==> src/rtl/segment_engine_arbiter.sv <==
// segment_engine_arbiter
//   Round-robin scheduler that shares one fixed-latency if/else segment engine
//   among NUM_REQ requesters. One request is granted per cycle, its operands are
//   registered onto the engine, a tag pipeline follows the operation through the
//   engine, and the tagged result lands in a show-ahead response FIFO. A credit
//   counter bounds outstanding work to the FIFO depth, so the engine never stalls.
//
// Ports
//   clk, reset (async, active-low)
//   req_valid/req_ready            per-requester handshake (ready is combinational)
//   req_input_bit/if_ref/else_ref  packed operands, requester i at [i*WIDTH +: WIDTH]
//   eng_issue, eng_*               registered operands to the engine
//   eng_result                     engine output, valid LAT cycles after eng_issue
//   rsp_valid/rsp_id/rsp_data      FIFO head (show-ahead), popped on rsp_ready
//   busy                           high while any accepted operation is not yet popped

// Simulation-only checks on internal invariants of the arbiter.
module segment_engine_arbiter_chk #(
  parameter int NUM_REQ = 4
) (
  input logic               clk,
  input logic               reset,
  input logic               i_push,
  input logic               i_full,
  input logic [NUM_REQ-1:0] i_req_ready
);

  // The credit counter makes a push into a full FIFO impossible.
  a_no_overflow: assert property (@(posedge clk) disable iff (!reset) !(i_push && i_full));

  // Only one requester may be granted per cycle.
  a_one_grant: assert property (@(posedge clk) disable iff (!reset) $onehot0(i_req_ready));

endmodule

module segment_engine_arbiter #(
  parameter int NUM_REQ   = 4,
  parameter int WIDTH     = 32,
  parameter int LAT       = 2,
  parameter int RSP_DEPTH = 4,
  localparam int ID_W     = (NUM_REQ > 1) ? $clog2(NUM_REQ) : 1
) (
  input  logic                     clk,
  input  logic                     reset,
  input  logic [NUM_REQ-1:0]       req_valid,
  output logic [NUM_REQ-1:0]       req_ready,
  input  logic [NUM_REQ*WIDTH-1:0] req_input_bit,
  input  logic [NUM_REQ*WIDTH-1:0] req_if_ref,
  input  logic [NUM_REQ*WIDTH-1:0] req_else_ref,
  output logic                     eng_issue,
  output logic [WIDTH-1:0]         eng_input_bit,
  output logic [WIDTH-1:0]         eng_if_ref,
  output logic [WIDTH-1:0]         eng_else_ref,
  input  logic [WIDTH-1:0]         eng_result,
  output logic                     rsp_valid,
  output logic [ID_W-1:0]          rsp_id,
  output logic [WIDTH-1:0]         rsp_data,
  input  logic                     rsp_ready,
  output logic                     busy
);

  localparam int CNT_W = $clog2(RSP_DEPTH + 1);
  localparam int PTR_W = (RSP_DEPTH > 1) ? $clog2(RSP_DEPTH) : 1;

  // Advance a FIFO pointer with wrap at RSP_DEPTH (depth need not be a power of two).
  function automatic logic [PTR_W-1:0] wrap_inc(input logic [PTR_W-1:0] p);
    if (p == PTR_W'(RSP_DEPTH - 1)) begin
      return '0;
    end else begin
      return p + PTR_W'(1);
    end
  endfunction

  logic [ID_W-1:0]  r_ptr;
  logic [ID_W-1:0]  w_winner;
  logic [ID_W-1:0]  w_ptr_next;
  logic [ID_W:0]    w_idx;
  logic             w_any;
  logic             w_can_issue;
  logic             w_accept;
  logic             w_pop;
  logic             w_push;
  logic             w_fifo_full;
  logic [CNT_W-1:0] r_credits;
  logic [ID_W-1:0]  r_eng_id;

  logic             r_tag_v  [LAT];
  logic [ID_W-1:0]  r_tag_id [LAT];

  logic [ID_W-1:0]  r_fifo_id   [RSP_DEPTH];
  logic [WIDTH-1:0] r_fifo_data [RSP_DEPTH];
  logic [PTR_W-1:0] r_wr;
  logic [PTR_W-1:0] r_rd;
  logic [CNT_W-1:0] r_count;

  // Round-robin search: walk offsets from farthest to nearest so the requester
  // closest to r_ptr (in wrap order) overwrites any earlier candidate.
  always_comb begin
    w_any    = 1'b0;
    w_winner = '0;
    w_idx    = '0;
    for (int k = NUM_REQ - 1; k >= 0; k--) begin
      w_idx = {1'b0, r_ptr} + (ID_W+1)'(k);
      if (w_idx >= (ID_W+1)'(NUM_REQ)) begin
        w_idx = w_idx - (ID_W+1)'(NUM_REQ);
      end else begin
        w_idx = w_idx;
      end
      if (req_valid[w_idx[ID_W-1:0]]) begin
        w_any    = 1'b1;
        w_winner = w_idx[ID_W-1:0];
      end else begin
        w_any    = w_any;
        w_winner = w_winner;
      end
    end
  end

  // Credits are judged on the registered count only, so a same-cycle pop cannot
  // unlock an accept; reset forces the grant low asynchronously.
  assign w_can_issue = (r_credits < CNT_W'(RSP_DEPTH));
  assign w_accept    = reset & w_can_issue & w_any;
  assign w_ptr_next  = (w_winner == ID_W'(NUM_REQ - 1)) ? '0 : (w_winner + ID_W'(1));
  assign w_pop       = rsp_valid & rsp_ready;
  assign w_push      = r_tag_v[LAT-1];
  assign w_fifo_full = (r_count == CNT_W'(RSP_DEPTH));

  // One-hot grant to the round-robin winner when a credit is available.
  always_comb begin
    req_ready = '0;
    if (w_accept) begin
      req_ready[w_winner] = 1'b1;
    end else begin
      req_ready = '0;
    end
  end

  // Priority pointer moves past the granted requester only on an accept.
  always_ff @(posedge clk or negedge reset) begin
    if (!reset) begin
      r_ptr <= '0;
    end else if (w_accept) begin
      r_ptr <= w_ptr_next;
    end else begin
      r_ptr <= r_ptr;
    end
  end

  // Outstanding-operation counter: accepted but not yet popped.
  always_ff @(posedge clk or negedge reset) begin
    if (!reset) begin
      r_credits <= '0;
    end else begin
      case ({w_accept, w_pop})
        2'b10:   r_credits <= r_credits + CNT_W'(1);
        2'b01:   r_credits <= r_credits - CNT_W'(1);
        default: r_credits <= r_credits;
      endcase
    end
  end

  // Issue stage: register the winner's operands and id for the engine.
  always_ff @(posedge clk or negedge reset) begin
    if (!reset) begin
      eng_issue     <= 1'b0;
      eng_input_bit <= '0;
      eng_if_ref    <= '0;
      eng_else_ref  <= '0;
      r_eng_id      <= '0;
    end else if (w_accept) begin
      eng_issue     <= 1'b1;
      eng_input_bit <= req_input_bit[w_winner*WIDTH +: WIDTH];
      eng_if_ref    <= req_if_ref[w_winner*WIDTH +: WIDTH];
      eng_else_ref  <= req_else_ref[w_winner*WIDTH +: WIDTH];
      r_eng_id      <= w_winner;
    end else begin
      eng_issue     <= 1'b0;
    end
  end

  // Tag pipeline mirrors the engine latency; the last stage marks eng_result valid.
  always_ff @(posedge clk or negedge reset) begin
    if (!reset) begin
      for (int k = 0; k < LAT; k++) begin
        r_tag_v[k]  <= 1'b0;
        r_tag_id[k] <= '0;
      end
    end else begin
      r_tag_v[0]  <= eng_issue;
      r_tag_id[0] <= r_eng_id;
      for (int k = 1; k < LAT; k++) begin
        r_tag_v[k]  <= r_tag_v[k-1];
        r_tag_id[k] <= r_tag_id[k-1];
      end
    end
  end

  // Response FIFO storage; payload is not reset because the head is gated by rsp_valid.
  always_ff @(posedge clk) begin
    if (w_push) begin
      r_fifo_id[r_wr]   <= r_tag_id[LAT-1];
      r_fifo_data[r_wr] <= eng_result;
    end else begin
      r_fifo_id[r_wr]   <= r_fifo_id[r_wr];
      r_fifo_data[r_wr] <= r_fifo_data[r_wr];
    end
  end

  // Response FIFO pointers and occupancy; push and pop may coincide.
  always_ff @(posedge clk or negedge reset) begin
    if (!reset) begin
      r_wr    <= '0;
      r_rd    <= '0;
      r_count <= '0;
    end else begin
      r_wr <= w_push ? wrap_inc(r_wr) : r_wr;
      r_rd <= w_pop  ? wrap_inc(r_rd) : r_rd;
      case ({w_push, w_pop})
        2'b10:   r_count <= r_count + CNT_W'(1);
        2'b01:   r_count <= r_count - CNT_W'(1);
        default: r_count <= r_count;
      endcase
    end
  end

  assign rsp_valid = (r_count != '0);
  assign rsp_id    = rsp_valid ? r_fifo_id[r_rd]   : '0;
  assign rsp_data  = rsp_valid ? r_fifo_data[r_rd] : '0;
  assign busy      = (r_credits != '0);

  segment_engine_arbiter_chk #(
    .NUM_REQ (NUM_REQ)
  ) u_chk (
    .clk         (clk),
    .reset       (reset),
    .i_push      (w_push),
    .i_full      (w_fifo_full),
    .i_req_ready (req_ready)
  );

endmodule

==> config.mk <==
export PLATFORM = sky130hd
export DESIGN_NAME = segment_engine_arbiter
export DESIGN_NICKNAME = d
export VERILOG_FILES = /design/src/rtl/segment_engine_arbiter.sv
export SDC_FILE = /design/constraint.sdc
export NUM_CORES = 1
export LEC_CHECK = 0
export ABC_AREA = 1
export ABC_CLOCK_PERIOD_IN_PS = 5600
export BUFFER_PORTS_ARGS = -buffer_cell sky130_fd_sc_hd__buf_2
export CAP_MARGIN = 0
export CORE_AREA = 2 2 215 217
export DETAILED_ROUTE_END_ITERATION = 16
export DIE_AREA = 0 0 217 219
export HOLD_SLACK_MARGIN = 0.12
export PLACE_DENSITY = 0.58
export SETUP_SLACK_MARGIN = 0.1
export SYNTH_ARGS = -nofsm -noshare
export SYNTH_HDL_FRONTEND = slang
export SYNTH_SLANG_ARGS = --single-unit
==> constraint.sdc <==
create_clock -name clk -period 5.6 [get_ports clk]
set_input_delay 1.12 -clock clk [delete_from_list [all_inputs] [get_ports clk]]
set_output_delay 1.12 -clock clk [all_outputs]
set_load 0.02 [all_outputs]
# Yosys cells after proc, flatten, opt, wreduce, memory -nomap -nowiden
# Memories as Yosys holds them, arrays and structs flattened.
# Cells that the tools add are included.
[word_totals]
reg_bits = 117
latchBits = 0
ramBits = 136
romBits = 0
elab_cells = 99
memories = 2
[mem_list]
columns = ["memory", "words", "word_bits", "rd", "rd_clocked_by_memory_dff", "wr", "line_no", "source"]
rows = [
  ["r_fifo_data", 4, 32, 1, 0, 1, "91", "logic [WIDTH-1:0] r_fifo_data [RSP_DEPTH];"],
  ["r_fifo_id", 4, 2, 1, 0, 1, "90", "logic [ID_W-1:0] r_fifo_id [RSP_DEPTH];"],
]
[op_classes]
add_sub_neg = 14
mul = 0
div_mod_pow = 0
order_cmp = 11
eq_ne = 8
n_shift = 3
n_mux = 36
bitwise_logic = 5
reduce_logical = 6
[ops]
columns = ["op", "count"]
rows = [
  ["indexed part select 128 x 8 -> 32 bit", 3],
  ["two-way mux 32 bit", 2],
  ["two-way mux 2 bit", 13],
  ["less-than comparator 2 x 3 -> 1 bit (second input constant)", 5],
  ["two-way mux 1 bit", 13],
  ["case mux 3 bit (2 select lines)", 2],
  ["== test 2 bit (second input constant)", 5],
  [">= comparator 3 bit (second input constant)", 3],
  ["binary-select mux 1 bit (select 2 bit)", 4],
  ["subtractor 2 x 1 -> 2 bit (second input constant)", 4],
  ["adder 2 x 1 -> 2 bit (second input constant)", 3],
  ["adder 2 x 2 -> 3 bit (second input constant)", 2],
  ["adder 3 x 1 -> 3 bit (second input constant)", 2],
  ["nonzero test 3 bit", 2],
  ["subtractor 3 x 1 -> 3 bit (second input constant)", 2],
  ["== test 2 x 1 -> 1 bit (second input constant)", 2],
  ["two-way mux 4 bit", 1],
  ["nonzero test 2 bit", 2],
  ["adder 2 x 1 -> 3 bit (second input constant)", 1],
  ["AND 1 bit", 3],
  [">= comparator 2 x 3 -> 1 bit (second input constant)", 1],
  ["less-than comparator 3 bit (second input constant)", 1],
  ["demux 1 bit (select 2 bit)", 1],
  [">= comparator 2 x 1 -> 1 bit (second input constant)", 1],
  ["other kinds (4)", 5],
]

# Longest topological paths before layout
# Gate-level depths: netlist of run 1.
[logic_depth]
ltp_word = 14
ltp_mapped = 17

# Worst setup path before layout of run 1
# OpenSTA, ideal clock, no wires.
[synth_timing]
path_kind = "input to output"
from = "input req_valid[1]"
to = "output req_ready[3]"
arrival_ns = 2.723
path_slack_ns = 1.757
stages = 14
path_buffers = 3
cell_sequence = "inv_1 > nand2_1 > and2_1 > nor2_1 > inv_2 > nand3_2 > nand2_1 > buf_4 > buf_6 > buf_4 > inv_1 > ha_1 > inv_1 > nor2_1"
[synth_via]
elab_chain_len = 11
word_cells_on_any_way = 23
classes_between = "2 x order compare; 19 x mux; 1 x bitwise; 1 x reduce/logical"
[synth_rtl]
columns = ["element", "line_no", "source"]
rows = [
  ["from (decl)", "45", "input logic [NUM_REQ-1:0] req_valid,"],
  ["binary-select mux 1 bit (select 2 bit)", "109", "if (req_valid[w_idx[ID_W-1:0]]) begin"],
  ["two-way mux 1 bit (implied by the code)", "109", ""],
  ["two-way mux 2 bit (3 in series)", "109", ""],
  ["two-way mux 2 bit *", "109", ""],
  ["via w_winner[0]", "75", "logic [ID_W-1:0] w_winner;"],
  ["less-than comparator 2 x 3 -> 1 bit (implied by the code) / >= comparator 2 x 1 -> 1 bit (equally long branches)", "132", "req_ready[w_winner] = 1'b1;"],
  ["logical AND 1 bit (implied by the code)", "132", ""],
  ["two-way mux 1 bit (implied by the code)", "132", ""],
  ["demux 1 bit (select 2 bit) *", "132", ""],
  ["two-way mux 4 bit *", "131", "if (w_accept) begin"],
  ["to (decl)", "46", "output logic [NUM_REQ-1:0] req_ready,"],
]
# Mark *: on every way through the listed nets, which the timed path passes. The rest lies on a longest branch. The select of a mux whose other input is x is not followed.

# Final worst setup path of run 1
[layout_timing]
from = "input req_valid[3]"
to = "output req_ready[1]"
# Same word-level chain as after synthesis.

==> results of run 1 <==
==> registers in the layout (all words and copies together), names as in the netlist <==
signal,cells
r_wr,2
r_ptr,2
eng_else_ref,32
r_credits,3
r_tag_id,4
r_eng_id,2
eng_if_ref,32
r_rd,2
r_count,3
eng_input_bit,32
r_fifo_data,128
w_push,1
r_tag_v,1
eng_issue,1
r_fifo_id,8
==> how the worst max path moves through the flow <==
stage / endpoint / from / depth (start not counted) / slack (ns)
after CTS: req_ready[2] / r_ptr[0] / 10 / 1.33
after floorplan: req_ready[3] / req_valid[1] / 14 / 1.76
after global placement: req_ready[2] / req_valid[0] / 10 / 1.35
after detailed placement: eng_else_ref[24] / req_valid[1] / 16 / 1.27
final: req_ready[1] / req_valid[3] / 15 / 1.42
after global routing: req_ready[2] / r_ptr[0] / 10 / 1.17
==> critical path, stage by stage <==
cell	delay, ns
buf_2	0.09
inv_1	0.04
nand2_1	0.07
nand3_1	0.16
nand2_1	0.10
inv_1	0.04
nand2_1	0.11
nand2_1	0.10
nand2_4	0.36
nand2_4	0.16
inv_1	0.12
ha_1	0.19
inv_1	0.05
nor2_1	0.14
buf_2	0.22
==> cell usage in the layout (no fill, tap or decap), types with 2 or more instances in the layout <==
cell type  instances
nor2_4             2
nand3_1          301
buf_2            558
bufinv_16          3
ha_1              11
buf_4             18
nand2_1          494
dfrtp_1          116
diode_2           11
inv_2              4
o211ai_1          33
edfxtp_1         136
a21oi_1           35
o21ai_0           76
o211ai_2          10
or2_1             43
clkbuf_16         29
inv_1            327
nand2_4            2
xnor2_1            3
o21ai_1            2
fa_1               2
nand3_4            2
nor2_1           148
clkbuf_1           8
clkinv_1          11
==> layer usage <==
metal | share of wire, % | up-vias | GRT usage [%]
met5 | 0.10 | - | 0
met4 | 3.0 | 8 | 6.80
met3 | 7.1 | 91 | 5.46
met2 | 50 | 473 | 37.7
met1 | 40 | 6753 | 27.0
li1 | - | 6861 | -
==> per-stage QoR <==
step / cells / cell area [µm²] / util (%)
6_report: 2998 / 18400 / 40.8
2_1_floorplan: 1871 / 14200 / -
4_1_cts: 2987 / 18400 / 40.7
5_1_grt: 2996 / 18400 / 40.8
3_5_place_dp: 2934 / 17400 / 38.7
3_3_place_gp: 2934 / 17400 / 38.7
==> logic make-up (layout without fill, tap and decap cells) <==
logic type	count (synthesis)	in the layout	synth area share, %
xor+xnor	4	4	0.247
flops	253	253	49.5
fa+ha+maj	13	13	1.25
compound gates	159	159	6.77
buf+inv	447	963	12.3
simple gates	995	995	30.0
other cells	0	11	0
==> power breakdown <==
group / switching [W] / total (W) / internal [W]
Clock: 0.000774 / 0.00186 / 0.00109
Sequential: 0.000297 / 0.00285 / 0.00256
Combinational: 0.00476 / 0.00681 / 0.00206
==> final cells by class <==
class	instances	area [µm²]
flip-flops and latches	253	7010
inverters	332	1250
repair buffers	578	2960
diodes	11	27.5
clock buffers	37	756
well taps	600	751
fillers	4718	26700
multi-input cells	1171	5470
clock inverters	16	160
==> metrics.cfg, run 1 <==
[drt]
drc=0
wl_per_cell_um=18.1
first_iter_violations=857
vias_per_cell=4.73
totalWireLength_um=54100
drtPass1Iterations=7
antenna_left=0
num_vias=14186

[critical_path]
worst_r2r_path_depth=16
ff2ff_setup_slack_ns=1.90
required_ns=4.48
path_class=input pin to output pin
arrival_ns=3.06
critPathMaxFanout=45
start_kind=input pin
regToRegEndpoint=eng_else_ref[24]
reg2reg_from=r_ptr[0]
critPathCaptureType=output pin

[synthesis]
synth_common_cells=495 x nand2_1, 327 x inv_1, 301 x nand3_1, 148 x nor2_1, 136 x edfxtp_1
synth_seq_area_share_pct=49.5
yosys.cell_count.top_type=nand2_1
syn_nets=2307
synth-edff-count=136
syn_avg_cell_area_um2=7.58
yosysWarnings=0
synth_ff_type=edfxtp_1
synth_seq_cells=253
syn_area_um2=14200
async_flop_share_pct=46.2
yosys-top-cells-area=edfxtp_1 29%, dfrtp_1 21%, nand2_1 13%
synth_area_leader_cell=edfxtp_1
ys_types=32
netlist_instances=1871
synth_top_area_share_pct=28.8

[sta]
max_freq_mhz=239
drv_slew=0
setup_viol=0
hold_viol=0
clock_skew_ns=0.0108
rsz0062_at_grt=no
hold_ws_ns=0.352
fin_crit_sh_pct=74.6
tns_ns=0
min_period_ns=4.18
slew_headroom_pct=16.6
worst_slack_ns=1.42
tightest_slew_ns=1.25

[global_route]
grt_max_degree=203
overflow=0
track_usage_pct=21.9
antenna_found_initial=20
grt_pass1_wl_um=80200
first_global_vias=13581

[clock_network]
postCtsSetupBuffers=0
cts_sinks=253
path_clk_slew_ns=0.05
hold_buffers=0
cts_tree=done
cts_buffers=29
ctsRootBufferMaster=clkbuf_16
h-tree-depth=1
max-clock-path-buffers=3
cts_resized=0
insertion_delay_ns=0.57

[worst_hold_path]
whs_path_depth=0
min_from=r_tag_id[2]
min_path_type=flop to flop
min_to=r_tag_id[0]

[die]
start_util_pct=31.4
die_y_um=219
io_pins=560
rows=78
dieArea_um2=47500
core_um2=45100
die_x_um=217

[flow_run]
maxCapViolations=0

[power]
power_density_nw_per_um2=627
power_w=0.0115
ir_drop_mv=0.594
power.leakage_nw=9.90

[final_layout]
area_growth_pct=29.7
fin_nets=2801
layout-drive-gt1-share_pct=26.7

[placement]
hpwl_um=40000
gp_congestion=0.953
numPortBuffers=559
post-place-ws_ns=1.27

[outcome]
status=finished, final reports clean

(Power assumes the default switching activity.)
==> run 2: changes to the inputs <==
Settings changed: ABC_CLOCK_PERIOD_IN_PS 5600 to 4200.
Clock period 5.6 ns to 4.2 ns, I/O delays scaled along.
==> metrics.cfg, run 2 (synthesized netlist as in run 1, its figures left out) <==
[global_route]
overflow=0  ; unchanged
track_usage_pct=21.9  ; about the same
grt_max_degree=187  ; was 203
grt_pass1_wl_um=79900  ; was 80200 µm
antenna_found_initial=20  ; unchanged
first_global_vias=13702  ; was 13581

[final_layout]
fin_nets=2810  ; was 2801
regMostFlops=r_fifo_data  ; unchanged
final_cell_mix=558 x buf_2, 494 x nand2_1, 327 x inv_1  ; unchanged
final_common_cell=buf_2  ; unchanged
area_growth_pct=30.4  ; was 29.7%
layout-drive-gt1-share_pct=27.2  ; was 26.7%
filler_cell_count=4686  ; was 4718
largest_reg_flops=128  ; unchanged
final_cell_area_um2=18500  ; was 18400 µm²

[clock_network]
path_clk_slew_ns=0.06  ; was 0.05 ns
max-clock-path-buffers=3  ; unchanged
insertion_delay_ns=0.57  ; about the same
h-tree-depth=1  ; unchanged
cts_resized=0  ; unchanged
cts_sinks=253  ; unchanged
cts_tree=done  ; unchanged
postCtsSetupBuffers=0  ; unchanged
ctsRootBufferMaster=clkbuf_16  ; unchanged
cts_buffers=29  ; unchanged

[sta]
hold_viol=0  ; unchanged
min_period_ns=3.54
tightest_slew_ns=1.07  ; was 1.25 ns
setup_viol=0  ; unchanged
tns_ns=0  ; unchanged
max_freq_mhz=282
slew_headroom_pct=28.5  ; was 16.6%
drv_slew=0  ; unchanged
rsz0062_at_grt=no  ; unchanged
hold_ws_ns=0.350  ; was 0.352 ns
fin_crit_sh_pct=84.4
clock_skew_ns=0.00891  ; was 0.0108 ns

[drt]
antenna_left=0  ; unchanged
drtPass1Iterations=5  ; was 7
drc=0  ; unchanged
num_vias=14137  ; was 14186
wl_per_cell_um=18.1  ; about the same
vias_per_cell=4.70  ; was 4.73
first_iter_violations=1040  ; was 857
totalWireLength_um=54400  ; was 54100 µm

[power]
power.leakage_nw=9.96  ; was 9.90 nW
p_seq_share_pct=24.6  ; was 24.7%
p_sw_w=0.00787  ; was 0.00583 W
power.share.switching_pct=50.8  ; was 50.6%
ir_drop_mv=0.579  ; was 0.594 mV
clock_power_share_pct=15.9  ; was 16.2%
internal_power_w=0.00762  ; was 0.00570 W
combPwrFrac_pct=59.5  ; was 59.1%
power_density_nw_per_um2=838  ; was 627 nW/µm²

[die]
start_util_pct=31.4  ; unchanged
core_um2=45100  ; unchanged
die_y_um=219  ; unchanged
rows=78  ; unchanged
dieArea_um2=47500  ; unchanged
die_x_um=217  ; unchanged
io_pins=560  ; unchanged

[critical_path]
path_class=flop to output pin  ; was input pin to output pin
critPathCaptureType=output pin  ; unchanged
start_kind=flop  ; was input pin
ff2ff_setup_slack_ns=1.25  ; was 1.90 ns
arrival_ns=2.70  ; was 3.06 ns
required_ns=3.36  ; was 4.48 ns
critPathMaxFanout=18  ; was 45

[placement]
gp_congestion=0.898  ; was 0.953
hpwl_um=40500  ; was 40000 µm
numPortBuffers=559  ; unchanged
placed_area_um2=17500  ; was 17400 µm²

[outcome]
status=finished, final reports clean  ; unchanged

[worst_hold_path]
min_path_type=flop to flop  ; unchanged

[flow_run]
maxCapViolations=0  ; unchanged

## run 2: cell types whose count changed in the layout (fill, tap and decap cells not counted), sizes merged
cell	previous run	this run
clkinv	12	15
clkbuf	37	34
buf	578	586
diode	11	14
clkinvlp	1	3
bufinv	3	2
dlygate4sd3	0	1
## run 2: final timing paths
path / cells past startpoint / end / start
worst max-delay path: 13 / req_ready[3] / r_ptr[0]
worst min-delay path: 0 / w_push / r_tag_v[1]
min in group asynchronous: 2 / eng_if_ref[30] / reset
worst min register to register: 0 / w_push / r_tag_v[1]
max in group asynchronous: 4 / eng_input_bit[23] / reset
worst max register to register: 13 / eng_input_bit[2] / r_ptr[0]
## run 2: worst max-delay path, stage by stage (launching register included)
cell	delay [ns]
dfrtp_1	0.46
inv_2	0.20
nand2_1	0.09
and2_1	0.16
nor2_1	0.16
inv_2	0.08
nand2_1	0.11
nand2_4	0.07
nand2_4	0.19
inv_1	0.10
ha_1	0.24
inv_1	0.06
nor2_1	0.04
buf_2	0.17
## run 2: what timing repair did
item | 4_1_cts | 5_1_grt
endpoints found under the setup margin | 0 | 0
hold buffers | 1 | 0
endpoints found under the hold margin | 3 | 0
## run 2: layer usage
layer / track usage [%] / part of all wire [%] / vias up
met1: 26.8 / 40 / 6645
met4: 8.84 / 3.7 / 12
met5: 0 / 0.16 / -
met3: 5.20 / 7.3 / 109
met2: 37.2 / 49 / 481
li1: - / - / 6890
## run 2: through the flow
step / util, % / instances / setup WS [ns] / power, W
after floorplan: - / 1871 / 0.917 / 0.0102
after global placement: 38.9 / 2942 / 0.893 / 0.0130
after detailed placement: 38.9 / 2942 / 0.927 / 0.0131
after CTS: 40.9 / 2997 / 0.602 / 0.0156
after global routing: 41.0 / 3009 / 0.384 / 0.0168
final: 41.0 / 3011 / 0.656 / 0.0155
## run 2: cell type report
cell class | instances | area [µm²] | area share [%]
antenna | 14 | 35.0 | 0.189
inverter | 332 | 1250 | 6.74
clock inverter | 20 | 163 | 0.880
multi-input combinational | 1171 | 5470 | 29.6
clock buffer | 34 | 754 | 4.08
sequential | 253 | 7010 | 37.9
tap | 600 | 751 | 4.06
timing repair buffer | 587 | 3050 | 16.5
## run 2: power groups by stage
| stage | combinational [W] | sequential (W) | clock, W |
|---|---|---|---|
| 6_report | 0.00922 | 0.00381 | 0.00246 |
| 5_1_grt | 0.0103 | 0.00388 | 0.00263 |
| 2_1_floorplan | 0.00592 | 0.00429 | 0 |
| 4_1_cts | 0.00928 | 0.00381 | 0.00253 |
| 3_5_place_dp | 0.00926 | 0.00383 | 0 |
| 3_3_place_gp | 0.00915 | 0.00382 | 0 |
==> run 3: changes to the inputs <==
Settings changed: ABC_CLOCK_PERIOD_IN_PS 4200 to 2800, PLACE_DENSITY 0.58 to 0.6.
Clock period 4.2 ns to 2.8 ns, I/O delays scaled along.
==> metrics.cfg, run 3 (synthesized netlist as in run 1, its figures left out) <==
[outcome]
status=finished, violations left  ; was finished, final reports clean
violations=negative setup slack

[clock_network]
insertion_delay_ns=0.58  ; was 0.57 ns
path_clk_slew_ns=0.06  ; about the same
cts_sinks=253  ; unchanged
h-tree-depth=1  ; unchanged
ctsRootBufferMaster=clkbuf_16  ; unchanged
cts_buffers=30  ; was 29
cts_tree=done  ; unchanged
max-clock-path-buffers=3  ; unchanged

[sta]
hold_ws_ns=0.202  ; was 0.350 ns
drv_slew=0  ; unchanged
setup_viol=4  ; was 0
max_freq_mhz=346
slew_headroom_pct=36.3  ; was 28.5%
rsz0062_at_grt=yes  ; was no
tightest_slew_ns=0.956  ; was 1.07 ns
min_period_ns=2.89
clock_skew_ns=0.0145  ; was 0.00891 ns
worst_slack_ns=-0.0910  ; was 0.656 ns
fin_crit_sh_pct=103
hold_viol=0  ; unchanged

[critical_path]
reg2reg_from=r_ptr[0]  ; unchanged
critPathMaxFanout=8  ; was 18
critPathCaptureType=output pin  ; unchanged
required_ns=2.24  ; was 3.36 ns
startpoint=r_ptr[0]  ; unchanged
worst_r2r_path_depth=14  ; was 13
start_kind=flop  ; unchanged
ff2ff_setup_slack_ns=0.16  ; was 1.25 ns
path_class=flop to output pin  ; unchanged
regToRegEndpoint=eng_else_ref[3]  ; was eng_input_bit[2]
arrival_ns=2.33  ; was 2.70 ns

[drt]
totalWireLength_um=57300  ; was 54400 µm
drc=0  ; unchanged
num_vias=14393  ; was 14137
antenna_left=0  ; unchanged
drtPass1Iterations=5  ; unchanged
vias_per_cell=4.73  ; was 4.70
wl_per_cell_um=18.8  ; was 18.1 µm
first_iter_violations=975  ; was 1040

[power]
power.leakage_nw=10.3  ; was 9.96 nW
ir_drop_mv=1.36  ; was 0.579 mV
power_density_nw_per_um2=1310  ; was 838 nW/µm²

[placement]
dp_cells=2955  ; was 2942
post-place-ws_ns=0.154  ; was 0.927 ns
numPortBuffers=559  ; unchanged
hpwl_um=42100  ; was 40500 µm
gp_congestion=0.940  ; was 0.898

[worst_hold_path]
min_path_type=input pin to flop  ; was flop to flop
whs_path_depth=1  ; was 0
min_to=r_fifo_data[0][5]  ; was w_push
min_from=eng_result[5]  ; was r_tag_v[1]

[die]
rows=78  ; unchanged
die_y_um=219  ; unchanged
core_um2=45100  ; unchanged
dieArea_um2=47500  ; unchanged
io_pins=560  ; unchanged
start_util_pct=31.4  ; unchanged
die_x_um=217  ; unchanged

[final_layout]
fin_util_pct=42.9  ; was 41.0%
layout-drive-gt1-share_pct=30.3  ; was 27.2%
final_cell_mix=552 x buf_2, 470 x nand2_1, 321 x inv_1  ; was 558 x buf_2, 494 x nand2_1, 327 x inv_1
layout.cells.non_filler=3043  ; was 3011
area_growth_pct=36.3  ; was 30.4%
largest_reg_flops=128  ; unchanged
fin_nets=2845  ; was 2810
regMostFlops=r_fifo_data  ; unchanged
filler_cell_count=4677  ; was 4686
final_common_cell=buf_2  ; unchanged

[global_route]
antenna_found_initial=18  ; was 20
overflow=0  ; unchanged
grt_pass1_wl_um=83300  ; was 79900 µm
grt_max_degree=107  ; was 187
track_usage_pct=23.0  ; was 21.9%
first_global_vias=13862  ; was 13702

[flow_run]
maxCapViolations=0  ; unchanged

[run 3: cell type report]
class | count | area [µm²] | area share, %
diodes | 12 | 30.0 | 0.155
clock inverters | 19 | 204 | 1.06
repair buffers | 621 | 3560 | 18.4
inverters | 332 | 1260 | 6.54
well taps | 600 | 751 | 3.88
multi-input cells | 1171 | 5680 | 29.4
clock buffers | 35 | 811 | 4.20
flip-flops and latches | 253 | 7020 | 36.3
[run 3: worst max path at each step]
stage              endpoint  cells after the start
2_1_floorplan  req_ready[1]                     14
3_3_place_gp   req_ready[3]                     14
3_5_place_dp   req_ready[3]                     14
4_1_cts        req_ready[1]                     14
5_1_grt        req_ready[1]                     13
6_report       req_ready[0]                     12
[run 3: routing by layer]
metal / vias to the layer above / routed length [µm] / track usage, %
met5: - / 31 / 0
met4: 4 / 2160 / 7.83
met3: 111 / 3420 / 4.19
met2: 497 / 29100 / 41.2
met1: 6827 / 22600 / 27.7
li1: 6954 / - / -
[run 3: worst max-delay path, cell delays in order (launching register included)]
cell and delay, ns:
dfrtp_2 0.49, inv_8 0.13, nand2_4 0.06, and2_4 0.16
nor2_4 0.13, inv_2 0.07, nand2_2 0.08, nand2_4 0.08
nand2_8 0.11, ha_2 0.17, inv_1 0.04, nor2_2 0.10
buf_6 0.13
[run 3: power by group]
part / leakage, nW / switching, W / internal (W)
clock: 0.500 / 0.00163 / 0.00235
sequential: 2.67 / 0.000605 / 0.00512
combinational: 7.16 / 0.0103 / 0.00526
total: 10.3 / 0.0125 / 0.0127
[run 3: stage by stage]
stage / setup TNS (ns) / instance area (µm²) / power, W
after floorplan: 0 / 14200 / 0.0153
after global placement: 0 / 17800 / 0.0201
after detailed placement: 0 / 17800 / 0.0203
after CTS: -0.273 / 19100 / 0.0249
after global routing: -0.723 / 19300 / 0.0273
final: -0.288 / 19300 / 0.0253
[run 3: timing repair]
item	in CTS	in global routing
gates resized for setup	43	43
pin swaps	15	25
buffers inserted	15	3
endpoints found under the setup margin	38	16
hold buffers	1	0
hold endpoints to repair	6	0
cloned	1	2
